===== config.mk =====
export PLATFORM = sky130hd
export DESIGN_NAME = exibe_sequencia
export DESIGN_NICKNAME = d
export VERILOG_FILES = /design/src/rtl/exibe_sequencia_pkg.sv /design/src/rtl/exibe_sequencia_temporizador.sv /design/src/rtl/exibe_sequencia.sv
export SDC_FILE = /design/constraint.sdc
export NUM_CORES = 1
export LEC_CHECK = 0
export BUFFER_PORTS_ARGS = -buffer_cell sky130_fd_sc_hd__buf_2
export CORE_ASPECT_RATIO = 0.7
export CORE_MARGIN = 5
export CORE_UTILIZATION = 24
export CTS_BUF_LIST = sky130_fd_sc_hd__clkbuf_4
export DETAILED_ROUTE_END_ITERATION = 6
export HOLD_SLACK_MARGIN = 0.05
export SETUP_SLACK_MARGIN = 0.05
export SYNTH_ARGS = -nofsm -noshare
export SYNTH_HDL_FRONTEND = slang
export SYNTH_SLANG_ARGS = --single-unit

===== constraint.sdc =====
create_clock -name clock -period 2.2 [get_ports clock]
set_input_delay 0 -clock clock [delete_from_list [all_inputs] [get_ports clock]]
set_output_delay 0 -clock clock [all_outputs]
set_load 0.05 [all_outputs]

===== src/rtl/exibe_sequencia_pkg.sv =====
// Shared definitions for the memory-game sequence presenter: state encodings
// (also read by the db_estado hex decoder) and default phase durations.
package exibe_sequencia_pkg;

    typedef enum logic [3:0] {
        Ocioso  = 4'd0,
        Carrega = 4'd1,
        Le      = 4'd2,
        Aceso   = 4'd3,
        Apagado = 4'd4,
        Fim     = 4'd5
    } estado_e;

    localparam int unsigned TAcesoPadrao   = 1000;
    localparam int unsigned TApagadoPadrao = 500;

    // Bits needed to hold the longer of the two phase durations.
    function automatic int unsigned largura_timer(input int unsigned a, input int unsigned b);
        return $clog2(((a > b) ? a : b) + 1);
    endfunction

endpackage


===== src/rtl/exibe_sequencia_temporizador.sv =====
// Loadable down-counter; fim_o marks the last cycle of a loaded interval,
// so a phase loaded with N lasts exactly N cycles.
module temporizador #(
    parameter int unsigned Largura = 4
) (
    input  logic               clock_i,
    input  logic               reset_i,
    input  logic               carrega_i,
    input  logic [Largura-1:0] valor_i,
    output logic               fim_o
);

    logic [Largura-1:0] conta_q;

    always_ff @(posedge clock_i) begin
        if (reset_i) begin
            conta_q <= '0;
        end else if (carrega_i) begin
            conta_q <= valor_i;
        end else if (conta_q != '0) begin
            conta_q <= conta_q - 1'b1;
        end
    end

    assign fim_o = (conta_q == Largura'(1));

endmodule


===== src/rtl/exibe_sequencia.sv =====
// Sequence presenter: walks ROM addresses 0..limit, showing each entry on the
// LEDs for T_ACESO cycles followed by T_APAGADO dark cycles.
module exibe_sequencia
    import exibe_sequencia_pkg::*;
#(
    parameter int unsigned T_ACESO   = TAcesoPadrao,
    parameter int unsigned T_APAGADO = TApagadoPadrao
) (
    input  logic       clock,
    input  logic       reset,
    input  logic       iniciar,
    input  logic [3:0] limite,
    input  logic [3:0] dado,
    output logic [3:0] endereco,
    output logic [3:0] leds,
    output logic       ocupado,
    output logic       pronto,
    output logic [3:0] db_estado
);

    localparam int unsigned TW = largura_timer(T_ACESO, T_APAGADO);

    estado_e       estado_q;
    logic [3:0]    endereco_q;
    logic [3:0]    limite_q;
    logic [3:0]    leds_q;
    logic          ocupado_q;
    logic          pronto_q;

    logic          timer_carga;
    logic [TW-1:0] timer_valor;
    logic          timer_fim;

    // The timer is loaded on entry to each timed phase: from LE for the lit
    // phase, and at lit-phase expiry for the dark phase.
    always_comb begin
        timer_carga = (estado_q == Le) || ((estado_q == Aceso) && timer_fim);
        timer_valor = (estado_q == Le) ? TW'(T_ACESO) : TW'(T_APAGADO);
    end

    temporizador #(
        .Largura (TW)
    ) u_temporizador (
        .clock_i   (clock),
        .reset_i   (reset),
        .carrega_i (timer_carga),
        .valor_i   (timer_valor),
        .fim_o     (timer_fim)
    );

    always_ff @(posedge clock) begin
        if (reset) begin
            estado_q   <= Ocioso;
            endereco_q <= 4'd0;
            limite_q   <= 4'd0;
            leds_q     <= 4'd0;
            ocupado_q  <= 1'b0;
            pronto_q   <= 1'b0;
        end else begin
            pronto_q <= 1'b0;
            unique case (estado_q)
                Ocioso: begin
                    if (iniciar) begin
                        limite_q   <= limite;
                        endereco_q <= 4'd0;
                        ocupado_q  <= 1'b1;
                        estado_q   <= Carrega;
                    end
                end
                Carrega: estado_q <= Le;
                Le: begin
                    leds_q   <= dado;
                    estado_q <= Aceso;
                end
                Aceso: begin
                    if (timer_fim) begin
                        leds_q   <= 4'd0;
                        estado_q <= Apagado;
                    end
                end
                Apagado: begin
                    if (timer_fim) begin
                        // Compare before incrementing so limit 15 never wraps.
                        if (endereco_q == limite_q) begin
                            pronto_q <= 1'b1;
                            estado_q <= Fim;
                        end else begin
                            endereco_q <= endereco_q + 4'd1;
                            estado_q   <= Carrega;
                        end
                    end
                end
                Fim: begin
                    endereco_q <= 4'd0;
                    ocupado_q  <= 1'b0;
                    estado_q   <= Ocioso;
                end
                default: estado_q <= Ocioso;
            endcase
        end
    end

    assign endereco  = endereco_q;
    assign leds      = leds_q;
    assign ocupado   = ocupado_q;
    assign pronto    = pronto_q;
    assign db_estado = estado_q;

endmodule

==> results of run 1 <==
kinds of logic after synthesis:
| group | count (synthesis) |
|---|---|
| multiplexers | 7 |
| buffers and inverters | 11 |
| XOR/XNOR | 10 |
| other | 1 |
| adder cells (fa/ha/maj) | 3 |
| AND/OR/NAND/NOR | 69 |
| AO/OA/AOI/OAI | 30 |
| flip-flops | 27 |
flip-flops by register name, indices dropped and copies added (netlist names):
register / flops
pronto: 1
u_temporizador.conta_q: 10
leds: 4
limite_q: 4
ocupado: 1
endereco: 4
db_estado: 3
metal layers:
layer | track usage | routed length, microns | vias to the layer above
met4 | 0.0288 | 37 | 0
met5 | 0 | 0 | -
met3 | 0.0153 | 101 | 4
met1 | 0.131 | 1700 | 570
met2 | 0.144 | 1370 | 25
li1 | - | - | 630
critical path, stage by stage, from the launching register on:
cell	delay [ns]
dfxtp_1	0.37
inv_1	0.07
ha_2	0.19
or2b_1	0.25
or3_4	0.35
or3_4	0.39
a2111oi_4	0.33
through the flow:
step | power, W | hold slack [ns] | cell area (sq um)
final | 0.00203 | 0.0887 | 1710
after global routing | 0.00221 | 0.131 | 1710
after CTS | 0.00199 | 0.0722 | 1680
after detailed placement | 0.00174 | 0.245 | 1570
after global placement | 0.00172 | 0.241 | 1570
after floorplan | 0.00148 | 0.136 | 1350
power breakdown:
group	switching [W]	leakage (nW)	internal [W]	total (W)
registers	0.000128	0.221	0.000603	0.000731
clock network	0.000146	0.0184	0.0000834	0.000229
logic	0.000582	0.441	0.000486	0.00107
cell type report:
cell class	count	area (sq um)
Clock buffer	4	30.0
Fill cell	584	3630
Inverter	3	11.3
Multi-Input combinational cell	120	787
Sequential cell	27	541
Tap cell	72	90.1
Timing Repair Buffer	38	248
timing repair:
action | CTS | global route
hold endpoints to repair | 8 | 0
gates resized for setup | 0 | 4
hold buffers | 8 | 0
endpoints found under the setup margin | 0 | 2
final timing paths:
path	start	to	slack [ns]	cells past startpoint
worst max-delay path	u_temporizador.conta_q[0]	u_temporizador.conta_q[1]	0.16	6
worst max register to register	u_temporizador.conta_q[0]	u_temporizador.conta_q[1]	0.16	6
worst min register to register	leds[1]	leds[1]	0.48	2
worst min-delay path	iniciar	ocupado	0.09	5
Yosys cell counts:
master | number | share of area
mux2i_1 | 7 | 0.052
buf_4 | 1 | 0.0056
ha_1 | 3 | 0.028
nor4_2 | 1 | 0.0093
or2_2 | 1 | 0.0046
nand4_1 | 2 | 0.0093
nor4_1 | 4 | 0.019
conb_1 | 1 | 0.0028
o311ai_0 | 1 | 0.0065
nand2_1 | 10 | 0.028
or4_4 | 1 | 0.0083
or2b_1 | 1 | 0.0056
nor3b_1 | 1 | 0.0056
nor2_1 | 13 | 0.036
o32a_1 | 1 | 0.0074
nor2b_1 | 4 | 0.019
nand2b_1 | 6 | 0.028
a211oi_1 | 1 | 0.0056
inv_1 | 3 | 0.0083
a221oi_1 | 1 | 0.0065
clkbuf_1 | 6 | 0.017
o21ai_0 | 3 | 0.011
buf_2 | 1 | 0.0037
a41o_1 | 2 | 0.015
dfxtp_1 | 27 | 0.40
xnor2_1 | 7 | 0.045
nor3_1 | 8 | 0.030
a31oi_1 | 1 | 0.0046
or3_1 | 3 | 0.014
o31ai_1 | 1 | 0.0056
xor2_1 | 3 | 0.019
a21oi_1 | 16 | 0.059
nand3_1 | 12 | 0.045
and3_1 | 2 | 0.0093
a2111oi_2 | 1 | 0.011
o211ai_2 | 1 | 0.0093
o2bb2ai_1 | 1 | 0.0065
==> qor.txt, run 1 <==
outcome: completed
Syn Inst Count: 158
multiplexer share of the synthesized area: 0.0519
wire per inst: 12.1 microns
CTS clk-pin slew, worst paths: 0.13 ns
mean post-synth cell area: 8.54 sq um
worst hold path class: primary input to flop
Total GRT Usage: 0.0926
Core Util, Final: 0.320
WS Path Type: flop to flop
diode count: 0
fmax: 490 MHz
non-filler cells, final: 264
RSZ-0062 raised after global routing: false
largest net degree at the start of global routing: 28
RePlAce Congestion: 0.807
Final nets: 207
crit path DAT: 2.28 ns
Area Overhead vs Synth: 26.5%
Synth warnings: 0
Synth Area in XOR/XNOR: 0.0649
min Tclk post-route: 2.04 ns
Setup WS pre-CTS: 0.0884 ns
relative slew slack: 0.604
postcts setup bufs: 0
first-pass GRT wire length: 5600 microns
Syn Nets: 172
setup_tns: 0 ns
most common cell after layout, fill and taps aside: dfxtp_1
DP Wirelength: 2250 microns
Die Ht: 72.7 microns
most frequent cells in the layout: dfxtp_1 (27), buf_2 (23), a21oi_1 (16)
IO Port Bufs: 23
Worst-Margin Slew: 0.589 ns
Hold Vio Cnt, Final: 0
clk_skew: 0.0140 ns
Max IR drop VDD: 759 uV
fin crit share: 0.927
via total after detailed routing: 1229
DRT antenna net count: 0
max-slew violations: 0
setup slack after layout: 0.160 ns
initial antenna violation count: 0
Critical Path Start Type: flop
vias in the first global route: 1217
depth of the CTS H-tree: 1
count of clock tree sinks: 27
Synth Area in Compound Gates: 0.148
Initial Util: 0.253
# setup viols final: 0
CTS Buf Count: 3
ratio of cells with drive above 1 in the final layout: 0.219
CP endpoint kind: flop
Pleak: 0.681 nW
adder-cell share of the synthesized area: 0.0278
post-synthesis sequential area ratio: 0.401
DRC violation total after the first TritonRoute iteration: 67
Syn Std Cell Area: 0.00135 sq mm
total wire length: 3210 microns
DRC: 0
CP Data Required Time: 2.44 ns
CTS root buffer: clkbuf_4
core area: 0.00534 sq mm
Distinct cells, synth: 37
largest family of logic cells by synthesized area: simple AND/OR/NAND/NOR gates
die area: 0.00724 sq mm
flops & latches, synth: 27
simple logic cell fraction of the synthesized area: 0.269
# rows: 22
placed insts: 252
CTS max path bufs: 2
Clock Latency Late Sink: 0.33 ns
Ports: 25
DIE WIDTH: 99.6 microns
DR pass1 iterations: 4
vias per inst: 4.66
PwrDens: 1190 mW/mm^2
critical path peak fanout: 5
MaxCap Viol Count: 0
global route total overflow: 0
CTS tree: done
(Power assumes the default switching activity.)
==> run 2: changes to the inputs <==
Settings changed: PLACE_DENSITY set to 0.47, SKIP_LAST_GASP set to 1.
Clock period 2.2 ns to 2.01 ns, I/O delays scaled along.
==> run 2 against run 1 <==
  * Worst setup slack got worse by 0.074 ns
  * Cell area rose by 10%
  * Fmax rose by 6.0%
  * Total power rose by 24%
  * Utilization rose by 3.2 points
  * Register-to-register slack got worse by 0.07 ns
  * Sequential share of layout area fell by 2.8 points
  * Global-route usage rose by 1.6 points
  * Non-clock buffer count rose by 18
  * Clock skew rose by 0.0042 ns
==> qor.txt, run 2 (same netlist as run 1, synthesis figures left out) <==
outcome: completed
IO Port Bufs: 23
CTS Buf Count: 3
Largest register FFs: 10
diode count: 0
DP Wirelength: 2590 microns
combinational share of power: 0.585
CTS clk-pin slew, worst paths: 0.17 ns
ratio of cells with drive above 1 in the final layout: 0.310
MaxCap Viol Count: 0
CP cell instances: inv_2 -> ha_4 -> or2b_1 -> or3_4 -> or3_4 -> nor2_1 -> a2111oi_4
Power, Total: 0.00251 W
Clock Latency Late Sink: 0.35 ns
FF-to-FF End: u_temporizador.conta_q[1]
via total after detailed routing: 1259
Pleak: 0.781 nW
Min-Delay Startpoint: iniciar
fmax: 520 MHz
core area: 0.00534 sq mm
CTS max path bufs: 2
total wire length: 3560 microns
CP startpoint: u_temporizador.conta_q[1]
Final nets: 225
largest net degree at the start of global routing: 28
max-slew violations: 0
Clock Power Share: 0.106
biggest cell delay along the critical path: 0.39 ns
Die Ht: 72.7 microns
DIE WIDTH: 99.6 microns
worst r2r src: u_temporizador.conta_q[1]
global route total overflow: 0
hold worst-path end: ocupado
FF-to-FF path depth: 7
Area Overhead vs Synth: 39.3%
CP endpoint kind: flop
fin crit share: 0.957
RSZ-0062 raised after global routing: true
first-pass GRT wire length: 6330 microns
CTS root buffer: clkbuf_4
DRC violation total after the first TritonRoute iteration: 62
wire per inst: 12.6 microns
CP Data Required Time: 2.25 ns
hold path depth: 5
vias per inst: 4.46
crit path DAT: 2.16 ns
setup_tns: 0 ns
Max IR drop VDD: 507 uV
RePlAce Congestion: 0.755
# rows: 22
DRC: 0
depth of the CTS H-tree: 1
most frequent cells in the layout: dfxtp_1 (25), buf_4 (25), buf_2 (23)
relative slew slack: 0.617
sequential power share: 0.309
DR pass1 iterations: 4
Total GRT Usage: 0.109
FF-to-FF setup slack: 0.09 ns
initial antenna violation count: 0
Design Area, Final: 0.00188 sq mm
WS Path Type: flop to flop
Critical Path Start Type: flop
Slowest-stage cell, CP: or3_4
Switching Share: 0.419
Initial Util: 0.253
DRT antenna net count: 0
Hold Vio Cnt, Final: 0
placed insts: 268
worst hold path class: primary input to flop
register with the most flip-flops: u_temporizador.conta_q
die area: 0.00724 sq mm
# setup viols final: 0
Worst-Margin Slew: 0.575 ns
count of clock tree sinks: 27
Placed Area: 0.00172 sq mm
vias in the first global route: 1220
Core Util, Final: 0.352
non-filler cells, final: 282
CP dominant cell by count: or3_4
PwrDens: 1330 mW/mm^2
Cell Int Power: 0.00145 W
min Tclk post-route: 1.92 ns
CTS tree: done
clk_skew: 0.0182 ns
critical path peak fanout: 5
Switch Pwr: 0.00105 W
Ports: 25
## run 2: what timing repair did
action / 4_1_cts / 5_1_grt
setup buffers: 0 / 2
gates resized for setup: 3 / 1
hold buffers: 8 / 0
cloned: 0 / 0
pin swaps: 1 / 0
hold endpoints to repair: 8 / 0
setup endpoints to repair: 5 / 5
## run 2: metal layers
metal	GRT usage	up-vias	share of wire	wire length [microns]
met1	0.175	568	0.59	2090
met4	0.0273	0	0.010	37
met2	0.143	16	0.38	1360
met5	0	-	0	0
met3	0.0201	2	0.022	80
li1	-	673	-	-
## run 2: worst max path at each step
stage          slack, ns  cells past startpoint                   endpoint
3_3_place_gp       0.002                      7  u_temporizador.conta_q[1]
3_5_place_dp       -0.05                      7  u_temporizador.conta_q[1]
5_1_grt            -0.02                      7  u_temporizador.conta_q[0]
2_1_floorplan       0.02                      7  u_temporizador.conta_q[1]
6_report            0.09                      7  u_temporizador.conta_q[1]
4_1_cts             0.06                      6  u_temporizador.conta_q[1]
## run 2: per-stage QoR
stage	hold slack [ns]	setup slack, ns
floorplan	0.136	0.0206
global placement	0.236	0.00214
detailed placement	0.246	-0.0458
CTS	0.0513	0.0636
global route	0.117	-0.0160
finish	0.0616	0.0857
## run 2: power by group through the flow
stage | Clock (W) | Sequential [W] | Combinational (W)
4_1_cts | 0.000281 | 0.000774 | 0.00143
3_3_place_gp | 0 | 0.000785 | 0.00137
3_5_place_dp | 0 | 0.000784 | 0.00137
5_1_grt | 0.000304 | 0.000800 | 0.00164
6_report | 0.000265 | 0.000775 | 0.00147
2_1_floorplan | 0 | 0.000899 | 0.000812
## run 2: layout make-up
cell class              instances  area, sq um
clock buffers                   3         22.5
flip-flops and latches         27          543
inverters                       3         11.3
well taps                      72         90.1
repair buffers                 56          383
fillers                       574         3460
clock inverters                 1         8.76
multi-input cells             120          821
## run 2: worst max-delay path: cells and delay by family, from the launching register on
family / cells / cell delay [ns]
simple gates: 4 / 1.19
flops: 1 / 0.36
fa+ha+maj: 1 / 0.13
buf+inv: 1 / 0.07
compound gates: 1 / 0.06
==> run 3: changes to the inputs <==
Settings changed: CORE_UTILIZATION 24 to 30, PLACE_DENSITY 0.47 to 0.54.
==> run 3 against run 2 <==
  * Clock skew is 0.016 ns lower
  * Non-clock buffer count fell by 12
  * Utilization grew 5.4 points
  * Sequential share of layout area increased by 1.9 points
  * Cell area fell by 6.1%
  * Worst hold slack gained 0.020 ns
  * Die area fell by 18%
  * Sequential power increased by 2.6%
  * Critical endpoint unchanged
  * Largest cell class unchanged
  * Largest power group unchanged
==> qor.txt, run 3 (same netlist as run 1, synthesis figures left out) <==
outcome: completed
FF-to-FF End: u_temporizador.conta_q[1]
placed insts: 241
postcts setup bufs: 0
Min-Delay Startpoint: iniciar
RePlAce Congestion: 0.829
fin crit share: 0.959
ratio of cells with drive above 1 in the final layout: 0.278
die area: 0.00596 sq mm
worst r2r src: u_temporizador.conta_q[1]
Setup WS pre-CTS: -0.0207 ns
Die Ht: 66.1 microns
register with the most flip-flops: u_temporizador.conta_q
core area: 0.00435 sq mm
WS Path Type: flop to flop
largest net degree at the start of global routing: 28
CP dominant cell by count: or3_4
IO Port Bufs: 23
DRT antenna net count: 0
Critical Path Start Type: flop
CP cell instances: inv_2 -> ha_4 -> or2b_1 -> or3_4 -> or3_4 -> a2111oi_4
min Tclk post-route: 1.93 ns
clk_skew: 0.00174 ns
relative slew slack: 0.660
vias in the first global route: 1264
Area Overhead vs Synth: 30.9%
area taken by multi-input logic gates: 820 sq um
CP endpoint kind: flop
DRC violation total after the first TritonRoute iteration: 81
count of clock tree sinks: 27
vias per inst: 5.05
global route total overflow: 0
Clock Latency Late Sink: 0.32 ns
CTS max path bufs: 2
Ports: 25
Filler cells: 440
MaxCap Viol Count: 0
fmax: 519 MHz
Initial Util: 0.310
delay-heaviest family, CP: simple AND/OR/NAND/NOR gates
# rows: 20
worst hold path class: primary input to flop
DR pass1 iterations: 4
CP Data Required Time: 2.24 ns
PwrDens: 1360 mW/mm^2
Worst Path Buf+Inv: 1
hold slack: 0.0820 ns
CTS root buffer: clkbuf_4
Pleak: 0.721 nW
initial antenna violation count: 0
DP Wirelength: 2370 microns
critical path peak fanout: 5
Slowest-stage cell, CP: or3_4
total wire length: 3310 microns
most frequent cells in the layout: dfxtp_1 (25), buf_2 (23), a21oi_1 (16)
max-slew violations: 0
Total GRT Usage: 0.115
depth of the CTS H-tree: 1
first-pass GRT wire length: 5730 microns
RSZ-0062 raised after global routing: true
CTS tree: done
Max IR drop VDD: 423 uV
Hold Vio Cnt, Final: 0
Final nets: 213
via total after detailed routing: 1277
CTS clk-pin slew, worst paths: 0.14 ns
crit path DAT: 2.16 ns
Largest register FFs: 10
most common cell after layout, fill and taps aside: dfxtp_1
FF-to-FF setup slack: 0.08 ns
Core Util, Final: 0.405
hold path depth: 5
biggest cell delay along the critical path: 0.39 ns
hold worst-path end: ocupado
non-filler cells, final: 253
Power, Total: 0.00240 W
CTS Buf Count: 3
FF-to-FF path depth: 6
FF/Latch Area: 543 sq um
setup slack after layout: 0.0832 ns
diode count: 0
wire per inst: 13.1 microns
# setup viols final: 0
Worst-Margin Slew: 0.510 ns
DIE WIDTH: 90.1 microns
DRC: 0
[run 3: worst reg2reg max path, cell delays in order (launching register included)]
cell and delay, ns:
dfxtp_2 0.36, inv_2 0.07, ha_4 0.12, or2b_1 0.23, or3_4 0.33, or3_4 0.39, a2111oi_4 0.34
[run 3: how the worst max path moves through the flow]
stage | start | to | slack (ns) | depth (start not counted)
floorplan | u_temporizador.conta_q[1] | u_temporizador.conta_q[1] | 0.02 | 7
global placement | u_temporizador.conta_q[1] | u_temporizador.conta_q[1] | 0.02 | 7
detailed placement | u_temporizador.conta_q[1] | u_temporizador.conta_q[1] | -0.02 | 7
CTS | u_temporizador.conta_q[1] | u_temporizador.conta_q[1] | 0.04 | 6
global route | u_temporizador.conta_q[5] | endereco[3] | -0.01 | 6
finish | u_temporizador.conta_q[1] | u_temporizador.conta_q[1] | 0.08 | 6
[run 3: repair_timing]
action                                  in CTS  in global routing
resized for setup                            2                  4
endpoints found under the hold margin        8                  0
endpoints found under the setup margin       5                 10
hold buffers                                 8                  0
pin swaps                                    0                  4
[run 3: power by group]
| part | leakage [nW] | total (W) | internal [W] | switching, W |
|---|---|---|---|---|
| Clock | 0.0184 | 0.000247 | 0.0000911 | 0.000155 |
| Sequential | 0.222 | 0.000795 | 0.000664 | 0.000131 |
| Combinational | 0.481 | 0.00136 | 0.000637 | 0.000726 |
[run 3: cell type report]
type | instances | area share
clock buffer | 4 | 0.0170
inverter | 3 | 0.00638
multi-input combinational | 120 | 0.464
sequential | 27 | 0.308
tap | 55 | 0.0390
timing repair buffer | 44 | 0.166
[run 3: metrics by stage]
step                      TNS, ns  area, sq um
final                           0         1770
after global routing      -0.0147         1770
after global placement          0         1630
after CTS                       0         1750
after detailed placement  -0.0207         1630
after floorplan                 0         1390
[run 3: routing by layer]
layer / vias to the layer above / GRT usage / wire length, microns
met5: - / 0 / 0
met4: 0 / 0.0390 / 27
met3: 2 / 0.0171 / 103
met2: 28 / 0.193 / 1490
met1: 600 / 0.153 / 1690
li1: 647 / - / -
